**src/rtl/uart_phy_rx.sv**
```systemverilog
// uart_phy_rx: receive-side UART PHY. Oversamples rxd_i and walks the
// Idle/Start/Data/Parity/Stop1/Stop2 frame sequence. Each received byte is
// pushed to the FIFO with its error flags as a one-cycle rx_valid_o strobe.
// Optional build macro UART_RX_MAJORITY_EN: every bit is the 2-of-3 majority
// of three consecutive ticks around mid-bit, decided one tick later.
module uart_phy_rx #(
  parameter int OVERSAMPLE = 16,
  parameter int DIV_WIDTH  = 16
) (
  input  logic                 clock_i,
  input  logic                 reset_i,
  input  logic                 rxen_i,
  input  logic [DIV_WIDTH-1:0] div_i,
  input  logic                 nstop_i,
  input  logic                 parity_en_i,
  input  logic                 parity_odd_i,
  input  logic                 rxd_i,
  output logic [7:0]           rx_data_o,
  output logic                 rx_valid_o,
  output logic                 parity_error_o,
  output logic                 frame_error_o,
  output logic                 busy_o
);

  localparam int SW = $clog2(OVERSAMPLE);
`ifdef UART_RX_MAJORITY_EN
  localparam int LAG = 1;
`else
  localparam int LAG = 0;
`endif
  // Start bit is decided mid-bit; every later bit a full bit time after that.
  localparam logic [SW-1:0] HALF_LAST = SW'(OVERSAMPLE/2 - 1 + LAG);
  localparam logic [SW-1:0] FULL_LAST = SW'(OVERSAMPLE - 1);

  typedef enum logic [2:0] {
    S_IDLE, S_START, S_DATA, S_PAR, S_STOP1, S_STOP2
  } state_t;

  state_t                 state_q;
  logic [DIV_WIDTH-1:0]   ccnt_q;
  logic [SW-1:0]          scnt_q;
  logic [2:0]             bcnt_q;
  logic [7:0]             shift_q;
  logic                   armed_q;
  logic                   nstop_q, pen_q, podd_q;
  logic                   perr_q, ferr_q;

  logic tick, start_go, sample_pt, bit_s;

  assign tick      = (ccnt_q == div_i);
  assign start_go  = (state_q == S_IDLE) && rxen_i && armed_q && !rxd_i;
  assign sample_pt = tick && (scnt_q == ((state_q == S_START) ? HALF_LAST : FULL_LAST));

`ifdef UART_RX_MAJORITY_EN
  logic [1:0] hist_q;

  // Keep rxd from the previous two ticks for the 2-of-3 vote.
  always_ff @(posedge clock_i) begin
    if (reset_i)   hist_q <= '0;
    else if (tick) hist_q <= {hist_q[0], rxd_i};
  end

  assign bit_s = (hist_q[1] & hist_q[0]) | (hist_q[1] & rxd_i) | (hist_q[0] & rxd_i);
`else
  assign bit_s = rxd_i;
`endif

  // Oversample tick generator; phase realigned to the start edge.
  always_ff @(posedge clock_i) begin
    if (reset_i || start_go) ccnt_q <= '0;
    else if (tick)           ccnt_q <= '0;
    else                     ccnt_q <= ccnt_q + 1'b1;
  end

  // Frame FSM with registered outputs.
  always_ff @(posedge clock_i) begin
    if (reset_i) begin
      state_q        <= S_IDLE;
      scnt_q         <= '0;
      bcnt_q         <= '0;
      shift_q        <= '0;
      armed_q        <= 1'b0;
      nstop_q        <= 1'b0;
      pen_q          <= 1'b0;
      podd_q         <= 1'b0;
      perr_q         <= 1'b0;
      ferr_q         <= 1'b0;
      rx_data_o      <= '0;
      rx_valid_o     <= 1'b0;
      parity_error_o <= 1'b0;
      frame_error_o  <= 1'b0;
      busy_o         <= 1'b0;
    end else begin
      rx_valid_o <= 1'b0;
      if (state_q != S_IDLE && !rxen_i) begin
        // Abort: drop the partial frame, keep the last delivered outputs.
        state_q <= S_IDLE;
        busy_o  <= 1'b0;
        armed_q <= 1'b0;
      end else begin
        case (state_q)
          S_IDLE: begin
            // A line that never went high since the last frame is a break.
            if (rxd_i) armed_q <= 1'b1;
            if (start_go) begin
              state_q <= S_START;
              busy_o  <= 1'b1;
              armed_q <= 1'b0;
              scnt_q  <= '0;
              perr_q  <= 1'b0;
              ferr_q  <= 1'b0;
              nstop_q <= nstop_i;
              pen_q   <= parity_en_i;
              podd_q  <= parity_odd_i;
            end
          end
          default: begin
            if (tick) scnt_q <= scnt_q + 1'b1;
            if (sample_pt) begin
              scnt_q <= '0;
              case (state_q)
                S_START: begin
                  if (bit_s) begin
                    state_q <= S_IDLE;
                    busy_o  <= 1'b0;
                  end else begin
                    state_q <= S_DATA;
                    bcnt_q  <= '0;
                  end
                end
                S_DATA: begin
                  shift_q <= {bit_s, shift_q[7:1]};
                  bcnt_q  <= bcnt_q + 3'd1;
                  if (bcnt_q == 3'd7) state_q <= pen_q ? S_PAR : S_STOP1;
                end
                S_PAR: begin
                  perr_q  <= ((^shift_q) ^ bit_s) != podd_q;
                  state_q <= S_STOP1;
                end
                S_STOP1: begin
                  if (nstop_q) begin
                    ferr_q  <= ~bit_s;
                    state_q <= S_STOP2;
                  end else begin
                    rx_data_o      <= shift_q;
                    rx_valid_o     <= 1'b1;
                    parity_error_o <= pen_q & perr_q;
                    frame_error_o  <= ~bit_s;
                    state_q        <= S_IDLE;
                    busy_o         <= 1'b0;
                  end
                end
                S_STOP2: begin
                  rx_data_o      <= shift_q;
                  rx_valid_o     <= 1'b1;
                  parity_error_o <= pen_q & perr_q;
                  frame_error_o  <= ferr_q | ~bit_s;
                  state_q        <= S_IDLE;
                  busy_o         <= 1'b0;
                end
                default: ;
              endcase
            end
          end
        endcase
      end
    end
  end

endmodule

```
**config.mk**
```make
export PLATFORM = sky130hd
export DESIGN_NAME = uart_phy_rx
export DESIGN_NICKNAME = d
export VERILOG_FILES = /design/src/rtl/uart_phy_rx.sv
export SDC_FILE = /design/constraint.sdc
export NUM_CORES = 1
export LEC_CHECK = 0
export CORE_MARGIN = 2
export CORE_UTILIZATION = 50
export CTS_BUF_LIST = sky130_fd_sc_hd__clkbuf_4
export DETAILED_ROUTE_END_ITERATION = 7
export GPL_ROUTABILITY_DRIVEN = 1
export PLACE_DENSITY = 0.84
export SYNTH_ARGS = -nofsm -noshare
export SYNTH_HDL_FRONTEND = slang
export SYNTH_SLANG_ARGS = --single-unit
```
**constraint.sdc**
```tcl
create_clock -name clock_i -period 2.1 [get_ports clock_i]
set_clock_uncertainty 0.1 [all_clocks]
set_input_delay 0.21 -clock clock_i [delete_from_list [all_inputs] [get_ports clock_i]]
set_output_delay 0.21 -clock clock_i [all_outputs]
set_load 0.02 [all_outputs]
```
==> summary.txt <==
CTS
  – Hold_buf cts: 0
  – Post-CTS setup repair buffer count: 0
  – # resized after CTS: 0
  – Root buffer cell: clkbuf_4
  – TritonCTS Buffers: 5
  – CTS Sinks: 52
  – Worst-skew pair later-pin latency: approximately 0.38 ns
  – H-tree depth: 2
  – CTS tree: done
  – Worst-path clk slew: roughly 0.15 ns
  – Clk buf depth: 2

Timing
  – Final Setup Violations: 0
  – Unrepaired setup endpoints after global routing: false
  – Setup ws final: 0.1320 ns
  – Final-report max-slew violation count: 0
  – Slew headroom: 0.5728
  – Fmax: about 500 MHz
  – Post-route setup TNS: 0 ns
  – Worst-margin pin slew: 0.6359 ns
  – Crit share post-route: 0.9371
  – Final Hold Vio Count: 0
  – Final min period: about 2.0 ns

Final layout
  – Diode count: 0
  – Share of cells above drive strength 1: 0.1596
  – Syn-to-layout area delta: 20.64%
  – Fillers: about 490
  – Fin area: ~0.0035 sq mm
  – Final layout net count: 402

Drt
  – Routed Antenna Nets: 0
  – Router iterations before antenna repair: 5
  – Vias/cell: 5.926
  – Post-route DRC violation count: 0
  – Metal2 WL: between 3000 and 4000 um
  – Max layer used: met4
  – WL per Instance: around 15 um
  – DR WL met3: about 400 um
  – Initial DRC count: 207
  – Final wirelength: 6649 um
  – M1 WL: 2885 um
  – DR vias: 2,655

Power and ir drop
  – Total power divided by cell area: 474.4 mW/mm^2
  – Leakage: ~1.2 nW
  – Final Power: approximately 0.0017 W
  – Peak supply drop: between 0.3 and 0.4 mV

Die
  – Die area: 0.006497 sq mm
  – Height of the die: 80.61 um
  – Core box area: ~0.0056 sq mm
  – Initial core utilization: 0.5264
  – Placement row count: 27
  – Die Span X: about 81 um
  – I/O pin count: 35

Placement
  – Final Wtd Congestion: 0.9426
  – Final HPWL DP: around 5000 um
  – Port Buffers: 34
  – Pre-CTS setup slack: -0.04523 ns
  – Area after DPL: between 0.003 and 0.004 sq mm

Run status
  – Status: complete, no violations

Logic synthesis
  – Yosys reg bits: 52
  – Async SR Flop Fraction: 0
  – Sequential element share of the synthesized area: 0.3548
  – Synth area leaders: dfxtp_1 (35%), xnor2_1 (6.9%), a21oi_1 (4.6%)
  – EDFF count, synth: 0
  – Syn nets: around 350
  – Post-Syn Instances: around 330
  – Post-synthesis cell area: ~0.0029 sq mm
  – Post-synth top cells: dfxtp_1 (52), a21oi_1 (27), nand3_1 (25)
  – Most used DFF post-synth: dfxtp_1
  – Count leader, synth: dfxtp_1
  – Syn_area_per_cell: roughly 9 sq um
  – Yosys cell types: 53
  – Leading area contributor after synthesis: dfxtp_1
  – Yosys top cell area share: 0.3548
  – Total number of yosys warnings: 0

Global route
  – Initial antenna violation count: 0
  – GR Overflow Total: 0
  – Largest net degree at the start of global routing: 24
  – GRT Total Usage: 0.2173
  – First-pass GRT wire length: ~11,000 um
  – Vias in the first global route: about 2,500

Setup path
  – Critical path endpoint category: flip-flop
  – FF-to-FF setup slack: between 0.1 and 0.15 ns
  – CP arrival: 2.19 ns
  – WS Path Type: flip-flop to flip-flop
  – Startpoint Class: flip-flop
  – CP max FO: 22
  – CP Data Required Time: around 2.3 ns

Flow run
  – Max-Cap Viols: 0

Worst hold path
  – Hold WC Path Type: input port to flip-flop
[cells by family (layout without fill, tap and decap cells)]
group                      Yosys count  in the layout  synth area share
buffers and inverters               28             77           0.04819
xor gates and xnor gates            39             39            0.1390
muxes                                6              6           0.02217
and+or+nand+nor                    128            128            0.2716
AOI/OAI and AO/OA                   70             70            0.1471
adders and majority gates            4              4           0.01706
DFF                                 52             52            0.3548
[per-stage QoR]
stage / util / cells / hold slack, ns
detailed placement: 0.6245 / 440 / 0.3646
global route: 0.6350 / 448 / 0.3633
floorplan: - / 327 / 0.2385
CTS: 0.6343 / 448 / 0.3425
finish: 0.6350 / 448 / 0.3443
global placement: 0.6245 / 440 / 0.3579
[worst max-delay path, stage by stage, from the launching register on]
cell,delay [ns]
dfxtp_1,0.41
ha_1,0.23
nand3_1,0.10
mux2i_2,0.29
and3_1,0.27
buf_6,0.21
nand4_1,0.13
a21oi_1,0.17
[where the power goes]
| group | switching (W) | internal, W | leakage [nW] |
|---|---|---|---|
| combinational | 0.000103 | 0.000108 | 0.771 |
| clock | 0.000330 | 0.000130 | 0.0330 |
| sequential | 0.0000114 | 0.000997 | 0.420 |
| total | 0.000444 | 0.00124 | 1.22 |
[worst paths after layout]
path / startpoint / to / depth (start not counted)
setup / recovery: scnt_q[1] / bcnt_q[1] / 7
setup reg to reg: scnt_q[1] / bcnt_q[1] / 7
hold reg to reg: rx_data_o[2] / rx_data_o[2] / 2
hold / removal: nstop_i / nstop_q / 3
[placed cells by master (no fill, tap or decap), drive strengths merged, types with 7 or more instances in the layout]
master,netlist,layout
inv,8,9
o21ai,24,24
dfxtp,52,52
and4,7,7
a21oi,27,27
buf,11,27
xor2,8,8
xnor2,30,30
nand4,16,16
nand3,25,25
clkdlybuf4s50,0,34
nor2,33,33
nand2,14,14
and3,7,7
[routing by layer]
| layer | vias to the layer above | track usage |
|---|---|---|
| met4 | 0 | 0.08305 |
| met3 | 14 | 0.04045 |
| met2 | 109 | 0.3675 |
| met5 | - | 0 |
| li1 | 1272 | - |
| met1 | 1260 | 0.2731 |
[registers in the layout (all words and copies together), names as in the netlist]
name	count
nstop_q	1
rx_data_o	8
podd_q	1
bcnt_q	3
ccnt_q	16
pen_q	1
ferr_q	1
armed_q	1
scnt_q	4
shift_q	8
perr_q	1
parity_error_o	1
rx_valid_o	1
busy_o	1
frame_error_o	1
state_q	3
[area by class of cell]
| type | count | area (sq um) | share of cell area |
|---|---|---|---|
| multi-input cells | 247 | 1752 | 0.4949 |
| clock buffers | 5 | 37.54 | 0.01060 |
| inverters | 8 | 30.03 | 0.008484 |
| repair buffers | 61 | 571.8 | 0.1615 |
| clock inverters | 3 | 17.52 | 0.004949 |
| well taps | 72 | 90.09 | 0.02545 |
| flip-flops and latches | 52 | 1041 | 0.2941 |
Note: power is estimated with default switching activity, not from simulation.
